[config.mk]
export PLATFORM = sky130hd
export DESIGN_NAME = uart_rx_mmio
export DESIGN_NICKNAME = d
export VERILOG_FILES = /design/src/rtl/uart_rx_mmio.sv
export SDC_FILE = /design/constraint.sdc
export NUM_CORES = 1
export LEC_CHECK = 0
export ABC_CLOCK_PERIOD_IN_PS = 5660
export BUFFER_PORTS_ARGS = -buffer_cell sky130_fd_sc_hd__clkbuf_2
export CORE_UTILIZATION = 60
export DETAILED_ROUTE_END_ITERATION = 16
export PLACE_DENSITY = 0.8
export SYNTH_ARGS = -nofsm -noshare
export SYNTH_HDL_FRONTEND = slang
export SYNTH_SLANG_ARGS = --single-unit
[constraint.sdc]
create_clock -name clock -period 5.66 [get_ports clock]
set_input_delay 0.566 -clock clock [delete_from_list [all_inputs] [get_ports clock]]
set_output_delay 0.566 -clock clock [all_outputs]
set_load 0.05 [all_outputs]
[src/rtl/uart_rx_mmio.sv]
// rtl/uart_rx_mmio.sv - memory-mapped 16x-oversampling UART receiver with byte FIFO; UART_RX_PARITY_EN adds even parity
module uart_rx_mmio #(
    parameter int CLK_HZ     = 50000000,
    parameter int BAUD       = 115200,
    parameter int FIFO_DEPTH = 16
) (
    input  logic        clock,
    input  logic        reset,
    input  logic        rxd,
    input  logic        sel,
    input  logic        re,
    input  logic [31:0] addr,
    output logic [31:0] dout,
    output logic        rx_ready
);
    localparam int DIV_RAW = (CLK_HZ + BAUD * 8) / (BAUD * 16);
    localparam int DIV     = (DIV_RAW < 1) ? 1 : DIV_RAW;
    localparam int DIV_W   = (DIV > 1) ? $clog2(DIV) : 1;
    localparam int PTR_W   = $clog2(FIFO_DEPTH);
    localparam int CNT_W   = PTR_W + 1;

    typedef enum logic [2:0] {S_IDLE, S_START, S_DATA, S_PARITY, S_STOP} state_t;

    logic             sync1_q, sync2_q;
    logic [DIV_W-1:0] div_cnt_q, div_cnt_d;
    state_t           state_q, state_d;
    logic [3:0]       scnt_q, scnt_d;
    logic [2:0]       bit_q, bit_d;
    logic [7:0]       shift_q, shift_d;
    logic [7:0]       mem_q [FIFO_DEPTH];
    logic [PTR_W-1:0] wr_ptr_q, wr_ptr_d, rd_ptr_q, rd_ptr_d;
    logic [CNT_W-1:0] count_q, count_d;
    logic             overrun_q, overrun_d, frame_err_q, frame_err_d;
    logic             data_rd_q, stat_rd_q, rx_ready_q, rx_ready_d;
    logic             tick, push_req, push_ok, pop, clr, full, nonempty;
    logic             frame_ev, overrun_ev, data_rd, stat_rd, parity_flag;
    logic [7:0]       count8;
    logic             unused_addr;
`ifdef UART_RX_PARITY_EN
    logic             par_bad_q, par_bad_d, parity_err_q, parity_err_d, parity_ev;
`endif

    assign unused_addr = ^{addr[31:3], addr[1:0]};
    assign tick        = (div_cnt_q == DIV_W'(DIV - 1));
    assign div_cnt_d   = tick ? '0 : div_cnt_q + DIV_W'(1);

    always_comb begin
        state_d  = state_q;
        scnt_d   = scnt_q;
        bit_d    = bit_q;
        shift_d  = shift_q;
        push_req = 1'b0;
        frame_ev = 1'b0;
`ifdef UART_RX_PARITY_EN
        par_bad_d = par_bad_q;
        parity_ev = 1'b0;
`endif
        if (tick) begin
            case (state_q)
                S_IDLE: begin
                    if (!sync2_q) begin
                        state_d = S_START;
                        scnt_d  = 4'd0;
                    end
                end
                S_START: begin
                    scnt_d = scnt_q + 4'd1;
                    if (scnt_q == 4'd7) begin
                        // Mid-start still low: commit; otherwise it was a glitch.
                        if (!sync2_q) begin
                            state_d = S_DATA;
                            scnt_d  = 4'd0;
                            bit_d   = 3'd0;
`ifdef UART_RX_PARITY_EN
                            par_bad_d = 1'b0;
`endif
                        end else begin
                            state_d = S_IDLE;
                        end
                    end
                end
                S_DATA: begin
                    scnt_d = scnt_q + 4'd1;
                    if (scnt_q == 4'd15) begin
                        shift_d = {sync2_q, shift_q[7:1]};
                        bit_d   = bit_q + 3'd1;
                        if (bit_q == 3'd7) begin
`ifdef UART_RX_PARITY_EN
                            state_d = S_PARITY;
`else
                            state_d = S_STOP;
`endif
                        end
                    end
                end
`ifdef UART_RX_PARITY_EN
                S_PARITY: begin
                    scnt_d = scnt_q + 4'd1;
                    if (scnt_q == 4'd15) begin
                        par_bad_d = (^shift_q) != sync2_q;
                        parity_ev = (^shift_q) != sync2_q;
                        state_d   = S_STOP;
                    end
                end
`endif
                S_STOP: begin
                    scnt_d = scnt_q + 4'd1;
                    if (scnt_q == 4'd15) begin
                        state_d  = S_IDLE;
                        frame_ev = !sync2_q;
`ifdef UART_RX_PARITY_EN
                        push_req = sync2_q && !par_bad_q;
`else
                        push_req = sync2_q;
`endif
                    end
                end
                default: state_d = S_IDLE;
            endcase
        end
    end

    // Pops and flag clears act only on the first cycle of a held strobe.
    always_comb begin
        data_rd     = sel && re && !addr[2];
        stat_rd     = sel && re && addr[2];
        nonempty    = (count_q != '0);
        full        = (count_q == CNT_W'(FIFO_DEPTH));
        pop         = data_rd && !data_rd_q && nonempty;
        clr         = stat_rd && !stat_rd_q;
        push_ok     = push_req && (!full || pop);
        overrun_ev  = push_req && full && !pop;
        count_d     = count_q + CNT_W'(push_ok) - CNT_W'(pop);
        wr_ptr_d    = wr_ptr_q + PTR_W'(push_ok);
        rd_ptr_d    = rd_ptr_q + PTR_W'(pop);
        overrun_d   = overrun_ev || (overrun_q && !clr);
        frame_err_d = frame_ev || (frame_err_q && !clr);
        rx_ready_d  = nonempty;
        count8      = 8'(count_q);
`ifdef UART_RX_PARITY_EN
        parity_err_d = parity_ev || (parity_err_q && !clr);
        parity_flag  = parity_err_q;
`else
        parity_flag  = 1'b0;
`endif
        if (!sel)
            dout = 32'd0;
        else if (addr[2])
            dout = {16'd0, count8, 4'd0, parity_flag, overrun_q, frame_err_q, nonempty};
        else
            dout = {23'd0, nonempty, nonempty ? mem_q[rd_ptr_q] : 8'd0};
    end

    always_ff @(posedge clock) begin
        if (reset) begin
            sync1_q     <= 1'b1;
            sync2_q     <= 1'b1;
            div_cnt_q   <= '0;
            state_q     <= S_IDLE;
            scnt_q      <= 4'd0;
            bit_q       <= 3'd0;
            shift_q     <= 8'd0;
            wr_ptr_q    <= '0;
            rd_ptr_q    <= '0;
            count_q     <= '0;
            overrun_q   <= 1'b0;
            frame_err_q <= 1'b0;
            data_rd_q   <= 1'b0;
            stat_rd_q   <= 1'b0;
            rx_ready_q  <= 1'b0;
`ifdef UART_RX_PARITY_EN
            par_bad_q    <= 1'b0;
            parity_err_q <= 1'b0;
`endif
        end else begin
            sync1_q     <= rxd;
            sync2_q     <= sync1_q;
            div_cnt_q   <= div_cnt_d;
            state_q     <= state_d;
            scnt_q      <= scnt_d;
            bit_q       <= bit_d;
            shift_q     <= shift_d;
            wr_ptr_q    <= wr_ptr_d;
            rd_ptr_q    <= rd_ptr_d;
            count_q     <= count_d;
            overrun_q   <= overrun_d;
            frame_err_q <= frame_err_d;
            data_rd_q   <= data_rd;
            stat_rd_q   <= stat_rd;
            rx_ready_q  <= rx_ready_d;
`ifdef UART_RX_PARITY_EN
            par_bad_q    <= par_bad_d;
            parity_err_q <= parity_err_d;
`endif
        end
    end

    always_ff @(posedge clock) begin
        if (push_ok)
            mem_q[wr_ptr_q] <= shift_q;
    end

    assign rx_ready = rx_ready_q;
endmodule

==> impl_metrics.toml <==
[outcome]
status = "complete, but fails checks"
violations = "design-rule violations"

[timing]
tightestPinTransition_ns = 1.01
fin_crit_sh_pct = 71.7
setup-tns-final_ns = 0
finalHoldViolations = 0
fmax_mhz = 246
relSlewSlack_pct = 32.4
drv_slew = 0
fin_skew_ns = 0.0139
finalSetupViolations = 0
rsz0062_at_grt = "false"
period_minus_slack_ns = 4.06

[yosys]
synth_compound_area_share_pct = 4.41
yosysMostFrequentCell = "edfxtp_1"
synthSimpleGateAreaFrac_pct = 9.38
ys_async_sr_fraction_pct = 0
syn_area_per_cell_um2 = 15.4
yosysSeqAreaShare_pct = 64.7
yosysTopAreaCell = "edfxtp_1"
muxShareOfSynthArea_pct = 13.1
ys_types = 57
syn_area_um2 = 7270
synthCells = 473
synthAdderAreaFrac_pct = 2.99
synth_edf_count = 128
ys_seq_elements = 171
yosys_warnings = 0
yosysTopAreaCellShare_pct = 52.9
synth_area_leaders = "edfxtp_1 (53%), dfxtp_1 (12%), mux4_2 (9.9%), mux2i_1 (3.2%), ha_1 (2.6%)"
yosys.area_share.xor_xnor_pct = 1.33
synth_ff_type = "edfxtp_1"
synth_top_family_by_area = "multiplexers"
yosys-top-cells-count = "edfxtp_1 (128), dfxtp_1 (43), nor2_1 (34), mux4_2 (32), mux2i_1 (23)"

[run]
drv_cap = 0

[pwr]
p_leak_nw = 2.75
pwr-share-comb_pct = 10.0
power.switching_mw = 0.663
peakVddDrop_v = 0.000207
switching_share_pct = 24.0
p_seq_share_pct = 49.5
pwr-share-clk_pct = 40.4
intPower_mw = 2.10
power_density_nw_per_um2 = 343

[floorplanning]
placementRows = 39
die_x_um = 112
die-area_um2 = 12600
initial_core_util_pct = 62.6
boundaryPins = 70
die_h_um = 112
core-area_um2 = 11600

[clocking]
cts_setup_buffers = 0
numCtsBuffers = 17
htreeDepth = 4
clock-sinks = 171
clkLatencyLatePin_ns = 0.43
cts_tree = "done"
ctsHoldBuffers = 0
cts_root_buf = "clkbuf_16"
cts_buffer_depth = 2
cts_resized = 0
clkTransAtPathRegs_ns = 0.06

[placement]
dpl.cell_count = 624
io_buffers = 19
hpwl_mm = 8.41
place.gp.congestion = 0.804

[hold_path]
hold_class = "input pin to flip-flop"
hold-path-endpoint = "sync1_q$_SDFF_PP1_"
worstHoldStart = "rxd"
worstHoldPathCells = 2

[global_route]
antenna_found_initial = 0
grt_pass1_vias = 3927
grt_max_degree = 41
grt_pass1_wl_mm = 22.2
grt_overflow = 0
grt_usage_pct = 24.2

[route]
drt_first_pass_iters = 13
via_per_inst = 6.18
num_vias = 4053
ant_nets = 0
wl_mm = 13.8
drc = 4
dr.first_iter.drc_count = 458
routedWlPerCell_um = 21.0

[critical_path]
rr_endpoint = "count_q[4]$_SDFF_PP0_"
path_max_fanout = 14
worst_r2r_startpoint = "state_q[2]$_SDFFE_PP0P_"
worstPathArrival_ns = 3.49
worst_setup_path_start_kind = "flip-flop"
critPathSlowestCell = "dfxtp_1"
critical_path_required_ns = 5.09
cpPeakStageDelay_ns = 0.84
path_class = "flip-flop to output port"
crit_path_end_kind = "output port"
r2r_cells = 11
r2r_slack_ns = 2.23
path_cells = "buf_4 > mux4_2 > nor2b_1 > a2111oi_0 > a311oi_1 > clkbuf_2"

[layout]
drive_above_1_share_pct = 20.7
diodes = 0
fin_nets = 553
areaGrowthSynthToFinish_pct = 10.7
fin_cells = 656
==> cells by family after synthesis <==
| logic type | Yosys count |
|---|---|
| AO/OA/AOI/OAI | 47 |
| XOR/XNOR | 11 |
| adder cells (fa/ha/maj) | 17 |
| buffers and inverters | 54 |
| flip-flops | 171 |
| multiplexers | 55 |
| other | 1 |
| AND/OR/NAND/NOR | 117 |
==> flip-flops by register name (all words and copies together), names as in the netlist, 3 cells and up <==
| signal | cells |
|---|---|
| count_q | 5 |
| scnt_q | 4 |
| bit_q | 3 |
| mem_q | 128 |
| shift_q | 8 |
| rd_ptr_q | 4 |
| state_q | 3 |
| div_cnt_q | 5 |
| wr_ptr_q | 4 |
==> power groups by stage <==
stage / Sequential, mW / Clock (mW) / Combinational, mW
after floorplan: 1.39 / 0 / 0.232
after global placement: 1.39 / 0 / 0.264
after detailed placement: 1.39 / 0 / 0.271
after CTS: 1.37 / 1.13 / 0.278
after global routing: 1.37 / 1.18 / 0.295
final: 1.37 / 1.12 / 0.277
==> metrics by stage <==
stage	cell area, um2	hold WS, ns	util (%)	total power [mW]	worst slack [ns]
final	8050	0.321	69.3	2.76	1.60
after global routing	8050	0.312	69.3	2.85	1.53
after CTS	8050	0.311	69.3	2.77	1.58
after detailed placement	7470	0.399	64.3	1.67	2.32
after global placement	7470	0.396	64.3	1.66	2.37
after floorplan	7340	0.389	-	1.63	2.69
==> worst max-delay path by stage <==
stage	startpoint	slack (ns)	cells after the start	endpoint
2_1_floorplan	rd_ptr_q[1]$_SDFF_PP0_	2.69	5	dout[0]
3_3_place_gp	rd_ptr_q[1]$_SDFF_PP0_	2.37	6	dout[0]
3_5_place_dp	rd_ptr_q[1]$_SDFF_PP0_	2.32	6	dout[0]
4_1_cts	rd_ptr_q[1]$_SDFF_PP0_	1.58	6	dout[0]
5_1_grt	rd_ptr_q[1]$_SDFF_PP0_	1.53	6	dout[0]
6_report	rd_ptr_q[1]$_SDFF_PP0_	1.60	6	dout[0]
==> area by class of cell <==
type | instances | area (um2)
Inverter | 12 | 45.0
Tap cell | 143 | 179
Timing Repair Buffer | 32 | 193
Sequential cell | 171 | 4710
Multi-Input combinational cell | 266 | 2340
Clock buffer | 23 | 489
Fill cell | 747 | 3570
Clock inverter | 9 | 90.1
==> cells in the final DEF, fill, tap and decap left out, drive strengths merged, types with 3 or more instances in the layout <==
cell and n:
dfxtp 43, nor4 5, xnor2 6, nand2 7, nand2b 6, clkbuf 42, buf 13, or3 3
xor2 5, conb 19, nand4 7, mux4 32, ha 15, nor2 34, mux2i 23, inv 13
nor3 11, edfxtp 128, and3 4, o21ai 9, or2 3, clkinv 5, or3b 4, o31ai 3
nor4b 3, nand3 10, a21oi 12, nand3b 4, o22ai 5, nor2b 9, nor3b 3
==> critical path, delay by kind of cell, from the launching register on <==
family	cells	cell delay, ns
compound gates	2	0.86
buf+inv	2	0.68
flops	1	0.84
mux	1	0.53
simple gates	1	0.15
==> layer usage <==
layer,track usage (%),part of all wire [%],vias to the layer above
li1,-,-,1851
met1,32.5,43,2033
met2,39.7,51,149
met3,5.18,4.8,20
met4,8.80,1.6,0
met5,0,0,-
Power figures use the tool's default switching activity.
